$ cat src/rtl/lif_mon_pkg.sv
// Shared constants, FSM state type and saturating helper for the LIF spike monitor.
package lif_mon_pkg;

  localparam int LIF_CNT_W    = 8;
  localparam int LIF_DEPTH    = 4;
  localparam int LIF_WIN_LOG2 = 8;

  typedef enum logic {
    IDLE  = 1'b0,
    ARMED = 1'b1
  } mon_state_e;

  // Increment that sticks at max_v; callers truncate the result to their width.
  function automatic logic [31:0] sat_inc(input logic [31:0] v, input logic [31:0] max_v);
    return (v >= max_v) ? max_v : v + 32'd1;
  endfunction

endpackage

$ cat src/rtl/lif_mon_fifo.sv
// Synchronous first-word-fall-through FIFO; a push into a full FIFO without a
// concurrent pop is dropped and reported on drop_o for one cycle.
module lif_mon_fifo #(
  parameter int W     = 8,
  parameter int DEPTH = 4
) (
  input  logic         clk,
  input  logic         reset,
  input  logic         push_i,
  input  logic [W-1:0] push_data_i,
  input  logic         pop_i,
  output logic [W-1:0] head_o,
  output logic         empty_o,
  output logic         drop_o
);

  localparam int AW = $clog2(DEPTH);

  logic [W-1:0]  mem_q [DEPTH];
  logic [AW-1:0] wr_ptr_q, wr_ptr_d;
  logic [AW-1:0] rd_ptr_q, rd_ptr_d;
  logic [AW:0]   count_q, count_d;
  logic [W-1:0]  head_q, head_d;
  logic          empty, full, pop_ok, push_ok;

  assign empty   = (count_q == '0);
  assign full    = (count_q == (AW+1)'(DEPTH));
  assign pop_ok  = pop_i && !empty;
  assign push_ok = push_i && (!full || pop_ok);

  always_comb begin
    wr_ptr_d = wr_ptr_q;
    rd_ptr_d = rd_ptr_q;
    count_d  = count_q;
    head_d   = head_q;
    if (push_ok) wr_ptr_d = wr_ptr_q + AW'(1);
    if (pop_ok)  rd_ptr_d = rd_ptr_q + AW'(1);
    case ({push_ok, pop_ok})
      2'b10:   count_d = count_q + (AW+1)'(1);
      2'b01:   count_d = count_q - (AW+1)'(1);
      default: count_d = count_q;
    endcase
    // The head register is refilled from the next slot, or bypassed from the
    // incoming word when that word becomes the only entry.
    if (pop_ok) begin
      if (count_q > (AW+1)'(1)) head_d = mem_q[rd_ptr_q + AW'(1)];
      else if (push_ok)         head_d = push_data_i;
    end else if (empty && push_ok) begin
      head_d = push_data_i;
    end
  end

  always_ff @(posedge clk) begin
    if (push_ok) mem_q[wr_ptr_q] <= push_data_i;
  end

  always_ff @(posedge clk) begin
    if (reset) begin
      wr_ptr_q <= '0;
      rd_ptr_q <= '0;
      count_q  <= '0;
      head_q   <= '0;
    end else begin
      wr_ptr_q <= wr_ptr_d;
      rd_ptr_q <= rd_ptr_d;
      count_q  <= count_d;
      head_q   <= head_d;
    end
  end

  assign head_o  = head_q;
  assign empty_o = empty;
  assign drop_o  = push_i && full && !pop_ok;

endmodule

$ cat src/rtl/lif_spike_monitor.sv
// Spike monitor: edge detect, inter-spike interval measurement into a FIFO and a
// windowed spike rate. Define LIF_SPIKE_MONITOR_MINMAX_EN to add isi_min/isi_max.
module lif_spike_monitor
  import lif_mon_pkg::*;
#(
  parameter int CNT_W    = LIF_CNT_W,
  parameter int DEPTH    = LIF_DEPTH,
  parameter int WIN_LOG2 = LIF_WIN_LOG2
) (
  input  logic             clk,
  input  logic             reset,
  input  logic             spk,
  input  logic             en,
  output logic [CNT_W-1:0] isi_data,
  output logic             isi_valid,
  input  logic             isi_ready,
  output logic [7:0]       rate,
  output logic             rate_stb,
  output logic             overflow
`ifdef LIF_SPIKE_MONITOR_MINMAX_EN
  ,
  output logic [CNT_W-1:0] isi_min,
  output logic [CNT_W-1:0] isi_max
`endif
);

  localparam logic [CNT_W-1:0]    CNT_MAX = '1;
  localparam logic [WIN_LOG2-1:0] WIN_MAX = '1;

  logic                spk_q;
  mon_state_e          state_q, state_d;
  logic [CNT_W-1:0]    isi_cnt_q, isi_cnt_d;
  logic [WIN_LOG2-1:0] win_cnt_q, win_cnt_d;
  logic [7:0]          spk_count_q, spk_count_d, spk_inc;
  logic [7:0]          rate_q, rate_d;
  logic                rate_stb_q, rate_stb_d;
  logic                overflow_q;
  logic                spk_ev, isi_push, fifo_empty, fifo_drop;

  assign spk_ev = en && spk && !spk_q;

  always_comb begin
    state_d   = state_q;
    isi_cnt_d = isi_cnt_q;
    isi_push  = 1'b0;
    if (!en) begin
      state_d   = IDLE;
      isi_cnt_d = '0;
    end else begin
      case (state_q)
        IDLE: begin
          if (spk_ev) begin
            state_d   = ARMED;
            isi_cnt_d = CNT_W'(1);
          end
        end
        ARMED: begin
          if (spk_ev) begin
            isi_push  = 1'b1;
            isi_cnt_d = CNT_W'(1);
          end else begin
            isi_cnt_d = CNT_W'(sat_inc(32'(isi_cnt_q), 32'(CNT_MAX)));
          end
        end
        default: state_d = IDLE;
      endcase
    end
  end

  // A spike landing in the wrap cycle still belongs to the window being closed.
  always_comb begin
    win_cnt_d   = win_cnt_q;
    spk_count_d = spk_count_q;
    rate_d      = rate_q;
    rate_stb_d  = 1'b0;
    spk_inc     = spk_ev ? 8'(sat_inc(32'(spk_count_q), 32'd255)) : spk_count_q;
    if (!en) begin
      win_cnt_d   = '0;
      spk_count_d = '0;
    end else begin
      win_cnt_d = win_cnt_q + WIN_LOG2'(1);
      if (win_cnt_q == WIN_MAX) begin
        rate_d      = spk_inc;
        rate_stb_d  = 1'b1;
        spk_count_d = '0;
      end else begin
        spk_count_d = spk_inc;
      end
    end
  end

  always_ff @(posedge clk) begin
    if (reset) begin
      spk_q       <= 1'b0;
      state_q     <= IDLE;
      isi_cnt_q   <= '0;
      win_cnt_q   <= '0;
      spk_count_q <= '0;
      rate_q      <= '0;
      rate_stb_q  <= 1'b0;
      overflow_q  <= 1'b0;
    end else begin
      spk_q       <= spk;
      state_q     <= state_d;
      isi_cnt_q   <= isi_cnt_d;
      win_cnt_q   <= win_cnt_d;
      spk_count_q <= spk_count_d;
      rate_q      <= rate_d;
      rate_stb_q  <= rate_stb_d;
      if (fifo_drop) overflow_q <= 1'b1;
    end
  end

  lif_mon_fifo #(
    .W     (CNT_W),
    .DEPTH (DEPTH)
  ) u_fifo (
    .clk         (clk),
    .reset       (reset),
    .push_i      (isi_push),
    .push_data_i (isi_cnt_q),
    .pop_i       (isi_ready),
    .head_o      (isi_data),
    .empty_o     (fifo_empty),
    .drop_o      (fifo_drop)
  );

  assign isi_valid = !fifo_empty;
  assign rate      = rate_q;
  assign rate_stb  = rate_stb_q;
  assign overflow  = overflow_q;

`ifdef LIF_SPIKE_MONITOR_MINMAX_EN
  logic [CNT_W-1:0] isi_min_q, isi_max_q;

  // Tracks every measured interval, including ones the FIFO had to drop.
  always_ff @(posedge clk) begin
    if (reset) begin
      isi_min_q <= '1;
      isi_max_q <= '0;
    end else if (isi_push) begin
      if (isi_cnt_q < isi_min_q) isi_min_q <= isi_cnt_q;
      if (isi_cnt_q > isi_max_q) isi_max_q <= isi_cnt_q;
    end
  end

  assign isi_min = isi_min_q;
  assign isi_max = isi_max_q;
`endif

endmodule

$ cat config.mk
export PLATFORM = sky130hd
export DESIGN_NAME = lif_spike_monitor
export DESIGN_NICKNAME = d
export VERILOG_FILES = /design/src/rtl/lif_mon_pkg.sv /design/src/rtl/lif_mon_fifo.sv /design/src/rtl/lif_spike_monitor.sv
export SDC_FILE = /design/constraint.sdc
export NUM_CORES = 1
export LEC_CHECK = 0
export ABC_AREA = 1
export CAP_MARGIN = 20
export CORE_MARGIN = 2
export CORE_UTILIZATION = 41
export CTS_CLUSTER_SIZE = 25
export DETAILED_ROUTE_END_ITERATION = 6
export SYNTH_ARGS = -nofsm -noshare
export SYNTH_HDL_FRONTEND = slang
export SYNTH_HIERARCHICAL = 1
export SYNTH_SLANG_ARGS = --single-unit
$ cat constraint.sdc
create_clock -name clk -period 5.05 [get_ports clk]
set_input_delay 0.505 -clock clk [delete_from_list [all_inputs] [get_ports clk]]
set_output_delay 0.505 -clock clk [all_outputs]
set_load 0.01 [all_outputs]
-- Word level (Yosys, flattened, before mapping)
Memory sizes are Yosys's and may differ from the RTL's.
Index checks and enable logic that the tools add are counted.
- order comparisons: 3
- equal/unequal tests: 6
- $add $sub $neg: 7
- bitwise operators: 2
- mux-type cells: 18
- reduce and logical (&&, ||, !) cells: 19
- operators with widths (cell ; number):
    $mux W8 ; 9
    $add A8 B1 Y8 const B ; 3
    $ge A8 B8 Y1 const B ; 2
    $pmux W8 S2 ; 1
    $eq A8 B8 Y1 const B ; 1
    $logic_and A1 B1 Y1 ; 7
    $mux W1 ; 7
    $pmux W3 S2 ; 1
    $add A2 B1 Y2 const B ; 2
    $logic_not A1 Y1 ; 4
    $reduce_and A2 Y1 ; 2
    $reduce_bool A2 Y1 ; 2
    $add A3 B1 Y3 const B ; 1
    $eq A3 B3 Y1 const B ; 1
    $gt A3 B1 Y1 const B ; 1
    $logic_not A3 Y1 ; 1
    $ne A3 B3 Y1 const B ; 1
    $reduce_or A3 Y1 ; 1
    $sub A3 B1 Y3 const B ; 1
    $eq A2 B1 Y1 const B ; 1
    $eq A2 B2 Y1 const B ; 1
    $ne A2 B2 Y1 const B ; 1
    $not A1 Y1 ; 2
    $reduce_or A2 Y1 ; 1
    $logic_or A1 B1 Y1 ; 1
- RAM bits: 32
- input port bits: 5
- memories: 1
- flip-flop bits (word level): 51
- output and inout bits: 19
- memories (memory ; depth ; width ; read ports ; clocked after memory_dff ; write ports ; RTL line ; source):
    u_fifo.mem_q ; 4 ; 8 ; 1 ; 0 ; 1 ; lif_mon_fifo.sv:19 ; logic [W-1:0] mem_q [DEPTH];

-- Depth between registers and ports, before layout
- depth in word-level cells: 9
- gate-level depth with buffers: 11
- gate-level depth less buffers: 11

-- By module
Netlist, hierarchy kept.
- by module, submodules not included (module ; sequential area each (um^2) ; cells each ; times used ; area each (um^2)):
    lif_mon_fifo ; 1261.2 ; 228 ; 1 ; 2127.0
    lif_spike_monitor ; 720.7 ; 235 ; 1 ; 1691.6

-- Worst setup path before layout
Ideal clock, no wire load.
- kind: input port to flip-flop
- start point: in en
- end point: reg u_fifo.head_q[0] (netlist: u_fifo/head_o[0])
- data arrival time: 1.657 ns
- slack: 3.260 ns
- cell stages on the path: 8
- data required time: 4.918 ns
- path buffers: 0
- cell sequence: nand3_2 -> nor2_1 -> nand2_1 -> ha_1 -> a21oi_4 -> inv_2 -> nand2_1 -> a21oi_1
- word-level cells in the longest chain between the ends: 9
- elaborated cells on any way between the ends: 10
- classes of those cells: eq/ne: 1; mux: 3; reduce/logical: 6
- RTL lines (element ; RTL line ; source):
    from (decl) ; lif_spike_monitor.sv:13 ; input logic en,
    $logic_and A1 B1 Y1 (2 in series) ; lif_spike_monitor.sv:40 ; assign spk_ev = en && spk && !spk_q;
    $mux W1 ; lif_spike_monitor.sv:58 ; if (spk_ev) begin
    $mux W1 ; lif_spike_monitor.sv:50 ; case (state_q)
    $mux W1 (*) ; lif_spike_monitor.sv:46 ; if (!en) begin
    net isi_push ; lif_spike_monitor.sv:38 ; logic spk_ev, isi_push, fifo_empty, fifo_drop;
    $logic_and A1 B1 Y1 (*) ; lif_mon_fifo.sv:29 ; assign push_ok = push_i && (!full || pop_ok);
    $logic_and A1 B1 Y1 ; lif_mon_fifo.sv:48 ; end else if (empty && push_ok) begin
    $reduce_bool A2 Y1 (no line) ; n/a ;
    $reduce_and A2 Y1 (no line) (*) ; n/a ;
    to (signal assigned) ; lif_mon_fifo.sv:62 ; head_q <= '0;
    to (signal assigned) ; lif_mon_fifo.sv:67 ; head_q <= head_d;
    to (decl) ; lif_mon_fifo.sv:23 ; logic [W-1:0] head_q, head_d;
The timed path passes the listed nets; every way through them passes the cells marked *.
A chain may end at the register's enable or synchronous reset.

-- Final worst setup path
- start point: in en
- end point: reg u_fifo.head_q[2] (netlist: u_fifo/head_o[2])
Same word-level chain as after synthesis.

==> results.sh <==
export IMPL_cp_arrival_ns=2.53
export IMPL_wl_per_cell_microns=12.7
export IMPL_dr_pass1_iters=4
export IMPL_grt_max_degree=17
export IMPL_multiInputGateArea_sq_um=1550
export IMPL_fin_cells=607
export IMPL_hp_class="register to register"
export IMPL_synth_cells=463
export IMPL_clockBufferDepth=2
export IMPL_finalCritPeriodShare_pct=46.1
export IMPL_layout_nets=508
export IMPL_clock_sinks=83
export IMPL_hold_violations=0
export IMPL_place_ws_ns=2.34
export IMPL_synthFlopType="dfxtp_1"
export IMPL_ys_top_cells_by_count="nand2_1, inv_1, dfxtp_1"
export IMPL_place_inst=591
export IMPL_drc=0
export IMPL_drv_slew=0
export IMPL_finalCriticalPeriod_ns=2.33
export IMPL_r2r_cells=9
export IMPL_cts_resized=0
export IMPL_antenna_found_initial=0
export IMPL_yosysSeqAreaShare_pct=51.9
export IMPL_power_density_nw_per_um2=315
export IMPL_synth_edf_count=32
export IMPL_min_from="win_cnt_q[0]"
export IMPL_leakage_nw=1.74
export IMPL_worst_pin_slew_ns=0.735
export IMPL_postCtsHoldBufs=0
export IMPL_vias=2942
export IMPL_slew_limit_headroom_pct=50.8
export IMPL_fin_tns_setup_ns=0
export IMPL_crit_fanout=9
export IMPL_setup_violations_final=0
export IMPL_drt_iter0_drc=172
export IMPL_grt_pass1_vias=2750
export IMPL_worst_r2r_startpoint="u_fifo/count_q[1]"
export IMPL_path_class="primary input to register"
export IMPL_cts_root_buf="clkbuf_8"
export IMPL_drt_total_wl_microns=7710
export IMPL_core_area_sq_um=9150
export IMPL_die_w_microns=101
export IMPL_synthTopCellsByArea="dfxtp_1, edfxtp_1, nand2_1"
export IMPL_cap_violations=0
export IMPL_io_pin_count=24
export IMPL_end_kind="register"
export IMPL_vias_per_cell=4.85
export IMPL_crit_path_start="en"
export IMPL_ant_nets=0
export IMPL_fin_ws_ns=2.72
export IMPL_numCtsBuffers=9
export IMPL_insertion_delay_ns=0.35
export IMPL_port_buffer_count=23
export IMPL_ys_types=37
export IMPL_htree_levels=3
export IMPL_clkSlewWorstSetupHoldPaths_ns=0.08
export IMPL_tritoncts="done"
export IMPL_finClkSkew_ns=0.00762
export IMPL_required_ns=5.25
export IMPL_ys_ff_latch=83
export IMPL_die_y_microns=101
export IMPL_yosys_warnings=6
export IMPL_ir_drop_uv=131
export IMPL_postSynthAreaPerCell_sq_um=8.25
export IMPL_netlist_area_sq_um=3820
export IMPL_drive_gt1_share_pct=8.87
export IMPL_gp_congestion=0.852
export IMPL_outcome="finished clean"
export IMPL_postLayoutCoreUtil_pct=47.3
export IMPL_cts_setup_buffers=0
export IMPL_r2r_end="u_fifo/head_o[2]"
export IMPL_area_delta_synth_final_pct=13.4
export IMPL_fillers=888
export IMPL_gr_total_overflow=0
export IMPL_regArea_sq_um=1980
export IMPL_place_hpwl_microns=5550
export IMPL_synth_most_common_cell="nand2_1"
export IMPL_synth_nets=480
export IMPL_die_area_sq_um=10100
export IMPL_cp_endpoint="u_fifo/head_o[2]"
export IMPL_rows=35
export IMPL_grt_first_pass_wirelength_microns=13000
export IMPL_ys_async_sr_fraction_pct=0
export IMPL_grt_usage_pct=16.2
export IMPL_rsz0062_at_grt="no"
export IMPL_antenna_cells=0
export IMPL_fmax_mhz=430
export IMPL_start_kind="primary input"
export IMPL_synth_top_cell_area_share_pct=26.7
export IMPL_r2r_slack_ns=2.95
export IMPL_synth_area_leader_cell="dfxtp_1"
export IMPL_start_util_pct=41.7
==> placed cells by master (no fill, tap or decap), types with 12 or more instances in the layout <==
cell	netlist	layout
nor2_1	43	43
o21ai_0	13	13
nand3_1	39	39
ha_1	12	12
clkdlybuf4s50_1	0	23
edfxtp_1	32	32
a21oi_1	33	33
inv_1	55	55
nand2_1	126	126
dfxtp_1	51	51
==> state kept, by name, indices dropped and copies added, names as in the netlist <==
signal and flops:
u_fifo/head_o 8, u_fifo/rd_ptr_q 2, spk_q 1, isi_cnt_q 8
state_q 1, rate 8, u_fifo/count_q 3, win_cnt_q 8
spk_count_q 8, rate_stb 1, overflow 1, u_fifo/mem_q 32
u_fifo/wr_ptr_q 2
==> area by class of cell <==
type / instances / area share, %
Inverter: 64 / 5.55
Clock buffer: 9 / 2.86
Timing Repair Buffer: 23 / 5.32
Clock inverter: 7 / 1.53
Multi-Input combinational cell: 310 / 35.8
Tap cell: 111 / 3.21
Sequential cell: 83 / 45.8
==> routing by layer <==
layer,part of all wire [%],vias to the layer above,global-route usage [%]
met4,1.7,0,5.06
met2,48,49,26.8
met1,47,1331,21.2
met5,0,-,0
li1,-,1549,-
met3,3.1,13,3.74
==> stage by stage <==
stage | cell area [sq um] | power (mW) | hold WS (ns)
after CTS | 4330 | 1.38 | 0.467
final | 4330 | 1.36 | 0.460
after floorplan | 3820 | 0.870 | 0.418
after detailed placement | 4140 | 0.911 | 0.454
after global routing | 4330 | 1.43 | 0.477
after global placement | 4140 | 0.908 | 0.430
==> how the worst min path moves through the flow <==
| stage | to | slack, ns | depth (start not counted) |
|---|---|---|---|
| 3_3_place_gp | win_cnt_q[0] | 0.43 | 1 |
| 3_5_place_dp | win_cnt_q[0] | 0.45 | 1 |
| 2_1_floorplan | win_cnt_q[0] | 0.42 | 1 |
| 6_report | win_cnt_q[0] | 0.46 | 1 |
| 4_1_cts | win_cnt_q[0] | 0.47 | 1 |
| 5_1_grt | win_cnt_q[0] | 0.48 | 1 |
==> cell families after synthesis <==
logic type / count (synthesis) / share of synthesized area, %
xor+xnor: 4 / 0.918
compound gates: 65 / 9.63
buf+inv: 70 / 7.54
simple gates: 229 / 26.1
flops: 83 / 51.9
fa+ha+maj: 12 / 3.93
==> critical path, stage by stage <==
cell and delay [ns]:
clkdlybuf4s50_1 0.53, nand3_2 0.17, nor2_1 0.20, nand2_1 0.22
ha_1 0.35, a21oi_4 0.29, inv_2 0.12, nand2_1 0.08
a21oi_1 0.06
==> report_power, final <==
part	leakage (nW)	switching (mW)	internal [mW]
logic	0.908	0.119	0.0600
registers	0.736	0.0167	0.700
clock network	0.0974	0.241	0.227
Note: power is estimated with default switching activity, not from simulation.
